--- config.mk ---
export PLATFORM = sky130hd
export DESIGN_NAME = pwm_fade_controller_flat
export DESIGN_NICKNAME = d
export VERILOG_FILES = /design/src/rtl/pwm_fade_controller_if.sv /design/src/rtl/pwm_fade_controller.sv /design/src/flat_wrapper.sv
export SDC_FILE = /design/constraint.sdc
export NUM_CORES = 1
export LEC_CHECK = 0
export BUFFER_PORTS_ARGS = -buffer_cell sky130_fd_sc_hd__buf_2
export CAP_MARGIN = 5
export CORE_ASPECT_RATIO = 1.5
export CORE_MARGIN = 10
export CORE_UTILIZATION = 45
export CTS_CLUSTER_SIZE = 12
export DETAILED_ROUTE_END_ITERATION = 12
export GPL_ROUTABILITY_DRIVEN = 0
export SLEW_MARGIN = 10
export SYNTH_ARGS = -nofsm -noshare
export SYNTH_HDL_FRONTEND = slang
export SYNTH_SLANG_ARGS = --single-unit
--- constraint.sdc ---
create_clock -name Clock -period 5.2 [get_ports Clock]
set_input_delay 0.26 -clock Clock [delete_from_list [all_inputs] [get_ports Clock]]
set_output_delay 0.26 -clock Clock [all_outputs]
set_load 0.005 [all_outputs]
--- src/rtl/pwm_fade_controller_if.sv ---
// Control/status bundle between a fade requester and the PWM fade controller.
interface pwm_fade_controller_if #(
  parameter int WIDTH     = 8,
  parameter int DIV_WIDTH = 8
);
  logic                 Wrap_i;
  logic                 Start_i;
  logic [WIDTH-1:0]     Target_i;
  logic [WIDTH-1:0]     Step_i;
  logic [DIV_WIDTH-1:0] Periods_i;
  logic                 Abort_i;
  logic [WIDTH-1:0]     Compare_o;
  logic                 Busy_o;
  logic                 Done_o;

  // Requester side: issues fades and watches progress.
  modport master (
    output Wrap_i, Start_i, Target_i, Step_i, Periods_i, Abort_i,
    input  Compare_o, Busy_o, Done_o
  );

  // Controller side.
  modport slave (
    input  Wrap_i, Start_i, Target_i, Step_i, Periods_i, Abort_i,
    output Compare_o, Busy_o, Done_o
  );
endinterface

--- src/rtl/pwm_fade_controller.sv ---
// PWM fade controller: walks the PWM compare value toward a target by a
// fixed step every N PWM periods, saturating at the target in either
// direction. Compare updates land on the edge ending the wrap cycle so the
// PWM uses the new value for the whole following period.
module pwm_fade_controller #(
  parameter int WIDTH     = 8,
  parameter int DIV_WIDTH = 8
) (
  input  logic Clock,
  input  logic Reset,
  pwm_fade_controller_if.slave bus
);

  typedef enum logic [1:0] {IDLE, WAIT, DONE} state_t;

  typedef struct packed {
    logic [WIDTH-1:0]     target;
    logic [WIDTH-1:0]     step;
    logic [DIV_WIDTH-1:0] periods;
  } fade_req_t;

  state_t               state;
  fade_req_t            req_q;
  logic [DIV_WIDTH-1:0] per_cnt;
  logic [WIDTH-1:0]     cmp_q;
  logic                 busy_q;
  logic                 done_q;

  logic [DIV_WIDTH:0]   cnt_inc;
  logic                 step_now;
  logic [WIDTH:0]       sum;
  logic [WIDTH-1:0]     next_cmp;

  // Next compare value toward the target; the up-sum carries an extra bit so
  // it can never wrap past all-ones, and the down path clamps before underflow.
  always_comb begin
    cnt_inc  = {1'b0, per_cnt} + (DIV_WIDTH+1)'(1);
    step_now = (cnt_inc >= {1'b0, req_q.periods});
    sum      = {1'b0, cmp_q} + {1'b0, req_q.step};
    next_cmp = cmp_q;
    if (cmp_q < req_q.target)
      next_cmp = (sum >= {1'b0, req_q.target}) ? req_q.target : sum[WIDTH-1:0];
    else if (cmp_q > req_q.target)
      next_cmp = ((cmp_q - req_q.target) <= req_q.step) ? req_q.target
                                                         : cmp_q - req_q.step;
  end

  // Fade FSM with registered outputs; Abort wins over a coincident step.
  always_ff @(posedge Clock) begin
    if (Reset) begin
      state   <= IDLE;
      req_q   <= '0;
      per_cnt <= '0;
      cmp_q   <= '0;
      busy_q  <= 1'b0;
      done_q  <= 1'b0;
    end else begin
      case (state)
        IDLE: begin
          done_q <= 1'b0;
          if (bus.Start_i) begin
            // Zero step/periods would stall the fade forever; treat as 1.
            req_q.target  <= bus.Target_i;
            req_q.step    <= (bus.Step_i == '0) ? WIDTH'(1) : bus.Step_i;
            req_q.periods <= (bus.Periods_i == '0) ? DIV_WIDTH'(1) : bus.Periods_i;
            per_cnt       <= '0;
            if (bus.Target_i == cmp_q) begin
              state  <= DONE;
              done_q <= 1'b1;
              busy_q <= 1'b0;
            end else begin
              state  <= WAIT;
              busy_q <= 1'b1;
            end
          end
        end
        WAIT: begin
          if (bus.Abort_i) begin
            state  <= IDLE;
            busy_q <= 1'b0;
          end else if (bus.Wrap_i) begin
            if (step_now) begin
              cmp_q   <= next_cmp;
              per_cnt <= '0;
              if (next_cmp == req_q.target) begin
                state  <= DONE;
                busy_q <= 1'b0;
                done_q <= 1'b1;
              end
            end else begin
              per_cnt <= cnt_inc[DIV_WIDTH-1:0];
            end
          end
        end
        DONE: begin
          state  <= IDLE;
          done_q <= 1'b0;
          busy_q <= 1'b0;
        end
        default: begin
          state  <= IDLE;
          busy_q <= 1'b0;
          done_q <= 1'b0;
        end
      endcase
    end
  end

  assign bus.Compare_o = cmp_q;
  assign bus.Busy_o    = busy_q;
  assign bus.Done_o    = done_q;

endmodule
--- src/flat_wrapper.sv ---
// flat-port wrapper written by rule: the top's interface ports become plain ports
module pwm_fade_controller_flat 
#(
  parameter int WIDTH     = 8,
  parameter int DIV_WIDTH = 8
)
  (Clock, Reset, bus_Wrap_i, bus_Start_i, bus_Target_i, bus_Step_i, bus_Periods_i, bus_Abort_i, bus_Compare_o, bus_Busy_o, bus_Done_o);
  pwm_fade_controller_if #(.WIDTH(WIDTH), .DIV_WIDTH(DIV_WIDTH)) bus_i ();
  input  logic Clock;
  input  logic Reset;
  input wire logic [$bits(bus_i.Wrap_i)-1:0] bus_Wrap_i;
  input wire logic [$bits(bus_i.Start_i)-1:0] bus_Start_i;
  input wire logic [$bits(bus_i.Target_i)-1:0] bus_Target_i;
  input wire logic [$bits(bus_i.Step_i)-1:0] bus_Step_i;
  input wire logic [$bits(bus_i.Periods_i)-1:0] bus_Periods_i;
  input wire logic [$bits(bus_i.Abort_i)-1:0] bus_Abort_i;
  output wire logic [$bits(bus_i.Compare_o)-1:0] bus_Compare_o;
  output wire logic [$bits(bus_i.Busy_o)-1:0] bus_Busy_o;
  output wire logic [$bits(bus_i.Done_o)-1:0] bus_Done_o;
  assign bus_i.Wrap_i = bus_Wrap_i;
  assign bus_i.Start_i = bus_Start_i;
  assign bus_i.Target_i = bus_Target_i;
  assign bus_i.Step_i = bus_Step_i;
  assign bus_i.Periods_i = bus_Periods_i;
  assign bus_i.Abort_i = bus_Abort_i;
  assign bus_Compare_o = bus_i.Compare_o;
  assign bus_Busy_o = bus_i.Busy_o;
  assign bus_Done_o = bus_i.Done_o;
  pwm_fade_controller #(.WIDTH(WIDTH), .DIV_WIDTH(DIV_WIDTH)) u_core (.Clock(Clock), .Reset(Reset), .bus(bus_i));
endmodule
==> results.ini, run 1 <==
[final_layout]
final_area_sq_um=4540
fillers=971
antennaDiodeCount=0
fin_nets=647
layout-drive-gt1-share_pct=11.1
area_delta_synth_final_pct=8.73

[setup_path]
rr_startpoint=u_core.bus.Compare_o[1]
crit_cells=15
cp_num_buf_inv=2
crit_type=register to register
crit_family=compound AO/OA/AOI/OAI gates
crit_start=u_core.bus.Compare_o[1]
cp-start-kind=register
slowest_stage=dfxtp_1
cp_max_fo=12
cp_cell_sequence=inv_1, fa_1, nand2b_1, a21oi_1, a21o_1, a21oi_1, xnor2_1, ha_1, nand4_1, o21ai_1, and2_1, inv_1, a221oi_1, o22ai_1, o31a_1
required_ns=5.38
reg2regPathDepth=15
end_kind=register
slowest_delay_ns=0.67
critPathArrivalTime_ns=4.63

[place]
dp_hpwl_mm=10.9
postPlaceCellArea_sq_um=4400
io_buffer_count=38

[global_route]
antenna_found_initial=0
grt_most_used_layer=met2
track_usage_pct=19.2
use_met3_pct=1.90
grt_overflow=0
grt_pass1_vias=4043
gr-usage-met2_pct=36.3
grt_pass1_wl_mm=20.9
grt_use_met1_pct=19.7
grt_max_degree=42

[logic_synthesis]
ys_top_cells_by_area=dfxtp_1, ha_1, nand2_1, a21oi_1, xnor2_1
yosys.cell_types.count=70
synth_edf_count=0
ys_seq_area_share_pct=20.6
avgSynthCellArea_sq_um=7.68
syn_area_sq_um=4170
synth_nets=623
yosysWarningCount=0
yosysTopAreaCellShare_pct=20.6
synth.top_cells.by_count=nand2_1, a21oi_1, ha_1
synth_seq_cells=43
postSynthCellCount=543
synthArstFlopShare_pct=0
yosys.area.top_type=dfxtp_1
synthFlopType=dfxtp_1
yosysMostFrequentCell=nand2_1

[floorplan]
die_h_microns=138
io_pins=39
start_util_pct=45.6
dieWidth_microns=98.6
std_cell_rows=43
die_area_sq_um=13600
core_area_sq_um=9150

[timing]
maxSlewHeadroom_pct=32.0
period_share_pct=85.6
fin_crit_ns=4.45
slew_violations=0
finalSetupViolCount=0
hold_slack_ns=0.225
skew_ns=0.00585
fmax_mhz=225
finalHoldViolCount=0
tns_ns=0
rsz0062_at_grt=no
worst_pin_slew_ns=1.02

[clock_network]
htreeDepth=2
post_cts_resized=0
clk_latency_ns=0.29
clock-sinks=43
clk_pin_slew_worst_paths_ns=0.06
cts_hold_buf=0
cts_tree=built
numCtsBuffers=5
cts_root_buf=clkbuf_16
cts_setup_buffers=0
cts_buffer_depth=2

[drt]
drcViolationCount=0
antenna_left=0
drtPass1Iterations=5
totalWireLength_mm=13.4
viasPerCell=6.03
vias=4099
drtIter0Drc=343
routedWlPerCell_microns=19.7

[power_and_ir_drop]
peakVddDrop_mv=0.210
power_density_nw_per_um2=285
power.leakage_uw=0.00188

[min_path]
hold_path.class=input port to register
whs_path_depth=3
holdCritStartpoint=bus_Target_i[7]

[status]
outcome=complete, no violations

[run]
drv_cap=0

==> kinds of logic after synthesis <==
logic type	synth area share [%]
AND/OR/NAND/NOR	22.3
AO/OA/AOI/OAI	25.3
buffers and inverters	5.82
adder cells (fa/ha/maj)	15.8
flip-flops	20.6
XOR/XNOR	7.89
multiplexers	2.25
==> worst reg2reg max path: cells and delay by family, from the launching register on <==
family,cells,cell delay [ns]
compound gates,7,1.79
xor+xnor,1,0.15
fa+ha+maj,2,0.77
buf+inv,2,0.22
flops,1,0.67
simple gates,3,0.74
==> path summary, 6_finish.rpt <==
path	to	slack (ns)
max	u_core.state[0]	0.75
min	u_core.req_q[23]	0.23
min reg2reg	u_core.req_q[1]	0.46
max reg2reg	u_core.state[0]	0.75
==> area by class of cell <==
cell class	count	area, sq um	share of cell area (%)
flip-flops and latches	43	861	19.0
repair buffers	39	198	4.36
clock inverters	1	5.00	0.110
inverters	35	131	2.90
well taps	112	140	3.09
multi-input cells	443	3070	67.7
clock buffers	7	133	2.92
==> metrics by stage <==
stage	cells	util, %	power (uW)	setup slack (ns)
floorplan	543	-	837	1.31
global placement	672	48.1	979	0.967
detailed placement	672	48.1	983	0.839
CTS	680	49.6	1290	0.809
global route	680	49.6	1380	0.256
finish	680	49.6	1290	0.750
==> registers in the layout, summed over array words and instances (netlist names) <==
name / count
u_core.bus.Compare_o: 8
u_core.state: 2
u_core.req_q: 24
u_core.bus.Done_o: 1
u_core.per_cnt: 8
==> power by group <==
group / total [uW] / switching, uW / internal (uW)
combinational: 620 / 381 / 239
clock: 307 / 129 / 178
sequential: 368 / 22.3 / 346
total: 1290 / 532 / 763
==> layout by cell type (no fill, tap or decap), types with 12 or more instances in the layout <==
master	Yosys	final
inv_1	33	33
o21ai_0	17	17
nand3_1	13	13
a21oi_1	55	55
a211oi_1	13	13
nand2_1	74	74
xnor2_1	27	27
dfxtp_1	43	43
nor2b_1	15	15
ha_1	48	48
nor3_1	13	13
nor2_1	44	44
buf_2	5	38
nand4_1	12	12
==> layer usage <==
metal | routed length [microns] | part of all wire, % | vias up
met4 | 733 | 5.5 | 0
met2 | 7050 | 53 | 131
met5 | 0 | 0 | -
met1 | 5150 | 39 | 1935
li1 | - | - | 1994
met3 | 446 | 3.3 | 39
Note: power is estimated with default switching activity, not from simulation.
==> inputs of run 2 (changes only) <==
--- a/config.mk
+++ b/config.mk
@@ -13,6 +13,7 @@
 export CTS_CLUSTER_SIZE = 12
 export DETAILED_ROUTE_END_ITERATION = 12
 export GPL_ROUTABILITY_DRIVEN = 0
+export PLACE_DENSITY = 0.65
 export SLEW_MARGIN = 10
 export SYNTH_ARGS = -nofsm -noshare
 export SYNTH_HDL_FRONTEND = slang
==> results.ini, run 2 (same netlist as run 1, synthesis figures left out) <==
[power_and_ir_drop]
p_switching_uw=536  ; +0.87%
power_density_nw_per_um2=297  ; +4.1%
peakVddDrop_mv=0.348  ; +66%
pwr-share-comb_pct=45.8  ; -2.1 points
switching_share_pct=39.4  ; -1.7 points
power.leakage_uw=0.00190  ; +1.3%
clkPwrFrac_pct=27.2  ; +3.5 points
intPower_uw=824  ; +8.0%
seq_power_share_pct=27.0  ; -1.4 points
total_power_uw=1360  ; +5.1%

[place]
postPlaceCellArea_sq_um=4410  ; +0.17%
io_buffer_count=38  ; unchanged
dp_hpwl_mm=10.6  ; -2.7%

[global_route]
grt_max_degree=42  ; unchanged
grt_overflow=0  ; unchanged
track_usage_pct=18.7  ; -0.48 points
grt_pass1_vias=3984  ; -1.5%
antenna_found_initial=0  ; unchanged
grt_pass1_wl_mm=20.4  ; -2.5%

[floorplan]
die_area_sq_um=13600  ; unchanged
std_cell_rows=43  ; unchanged
die_h_microns=138  ; unchanged
start_util_pct=45.6  ; unchanged
dieWidth_microns=98.6  ; unchanged
core_area_sq_um=9150  ; unchanged
io_pins=39  ; unchanged

[drt]
drcViolationCount=0  ; unchanged
antenna_left=0  ; unchanged
drtIter0Drc=311  ; -9.3%
routedWlPerCell_microns=19.0  ; -3.7%
totalWireLength_mm=12.9  ; -3.5%
viasPerCell=5.95  ; -1.3%
drtPass1Iterations=5  ; unchanged
vias=4051  ; -1.2%

[clock_network]
cts_root_buf=clkbuf_16
cts_hold_buf=0  ; unchanged
cts_setup_buffers=0  ; unchanged
post_cts_resized=0  ; unchanged
cts_tree=built
htreeDepth=2  ; unchanged
clk_latency_ns=0.29  ; about the same
cts_buffer_depth=2  ; unchanged
numCtsBuffers=5  ; unchanged
clk_pin_slew_worst_paths_ns=0.06  ; about the same
clock-sinks=43  ; unchanged

[final_layout]
mostFrequentLayoutCells=nand2_1, a21oi_1, ha_1
largest_reg_flops=24  ; unchanged
fin_nets=648  ; +0.15%
final_common_cell=nand2_1
area_delta_synth_final_pct=9.78
antennaDiodeCount=0  ; unchanged
fin_util_pct=50.1  ; +0.48 points
final_area_sq_um=4580  ; +0.97%
layout-drive-gt1-share_pct=11.6  ; +0.51 points
regMostFlops=u_core.req_q

[setup_path]
cp-start-kind=register
cp_max_fo=12  ; unchanged
end_kind=register
critPathArrivalTime_ns=4.69  ; +0.06 ns
crit_type=register to register
required_ns=5.38  ; about the same

[status]
outcome=complete, no violations

[timing]
finalSetupViolCount=0  ; unchanged
slew_violations=0  ; unchanged
finalHoldViolCount=0  ; unchanged
maxSlewHeadroom_pct=44.3  ; +12 points
tns_ns=0  ; unchanged
skew_ns=0.00595  ; +0.000101 ns
rsz0062_at_grt=no
fmax_mhz=222  ; -1.2%
fin_crit_ns=4.50  ; +0.0552 ns
worst_pin_slew_ns=0.835  ; -0.181 ns
hold_slack_ns=0.218  ; -0.00681 ns
period_share_pct=86.6  ; +1.1 points

[run]
drv_cap=0  ; unchanged

[min_path]
hold_path.class=input port to register

==> run 2: final timing paths <==
kind | start | to | slack (ns) | depth (start not counted)
setup reg to reg | u_core.bus.Compare_o[1] | u_core.state[0] | 0.70 | 15
hold / removal | bus_Periods_i[4] | u_core.req_q[4] | 0.22 | 3
hold reg to reg | u_core.req_q[3] | u_core.req_q[3] | 0.46 | 2
setup / recovery | u_core.bus.Compare_o[1] | u_core.state[0] | 0.70 | 15
==> run 2: cell type report <==
cell class	count	area, sq um
Clock inverter	2	35.0
Inverter	35	131
Multi-Input combinational cell	443	3070
Sequential cell	43	861
Timing Repair Buffer	40	205
Fill cell	938	4570
Clock buffer	6	139
Tap cell	112	140
==> run 2: power groups by stage <==
stage | Combinational [uW] | Sequential, uW | Clock (uW)
2_1_floorplan | 470 | 367 | 0
3_3_place_gp | 597 | 374 | 0
3_5_place_dp | 607 | 374 | 0
4_1_cts | 611 | 367 | 379
5_1_grt | 678 | 370 | 391
6_report | 623 | 368 | 370
==> run 2: worst max-delay path: stages, from the launching register on <==
cell and delay [ns]:
dfxtp_1 0.66, inv_1 0.14, fa_1 0.48, nand2b_1 0.17
a21oi_1 0.41, a21o_1 0.20, a21oi_1 0.08, xnor2_1 0.14
ha_1 0.29, nand4_1 0.13, o21ai_1 0.35, and2_1 0.48
inv_1 0.09, a221oi_1 0.30, o22ai_1 0.20, o31a_1 0.30
==> run 2: metal layers <==
layer,GRT usage (%),vias up,wire (microns)
li1,-,1996,-
met1,18.9,1883,4890
met2,35.4,134,6760
met3,2.49,38,561
met4,11.4,0,705
met5,0,-,0
==> run 2: per-stage QoR <==
step                setup slack (ns)  instances
floorplan                       1.31        543
finish                         0.695        681
detailed placement             0.796        673
CTS                            0.742        681
global route                   0.221        681
global placement               0.958        673
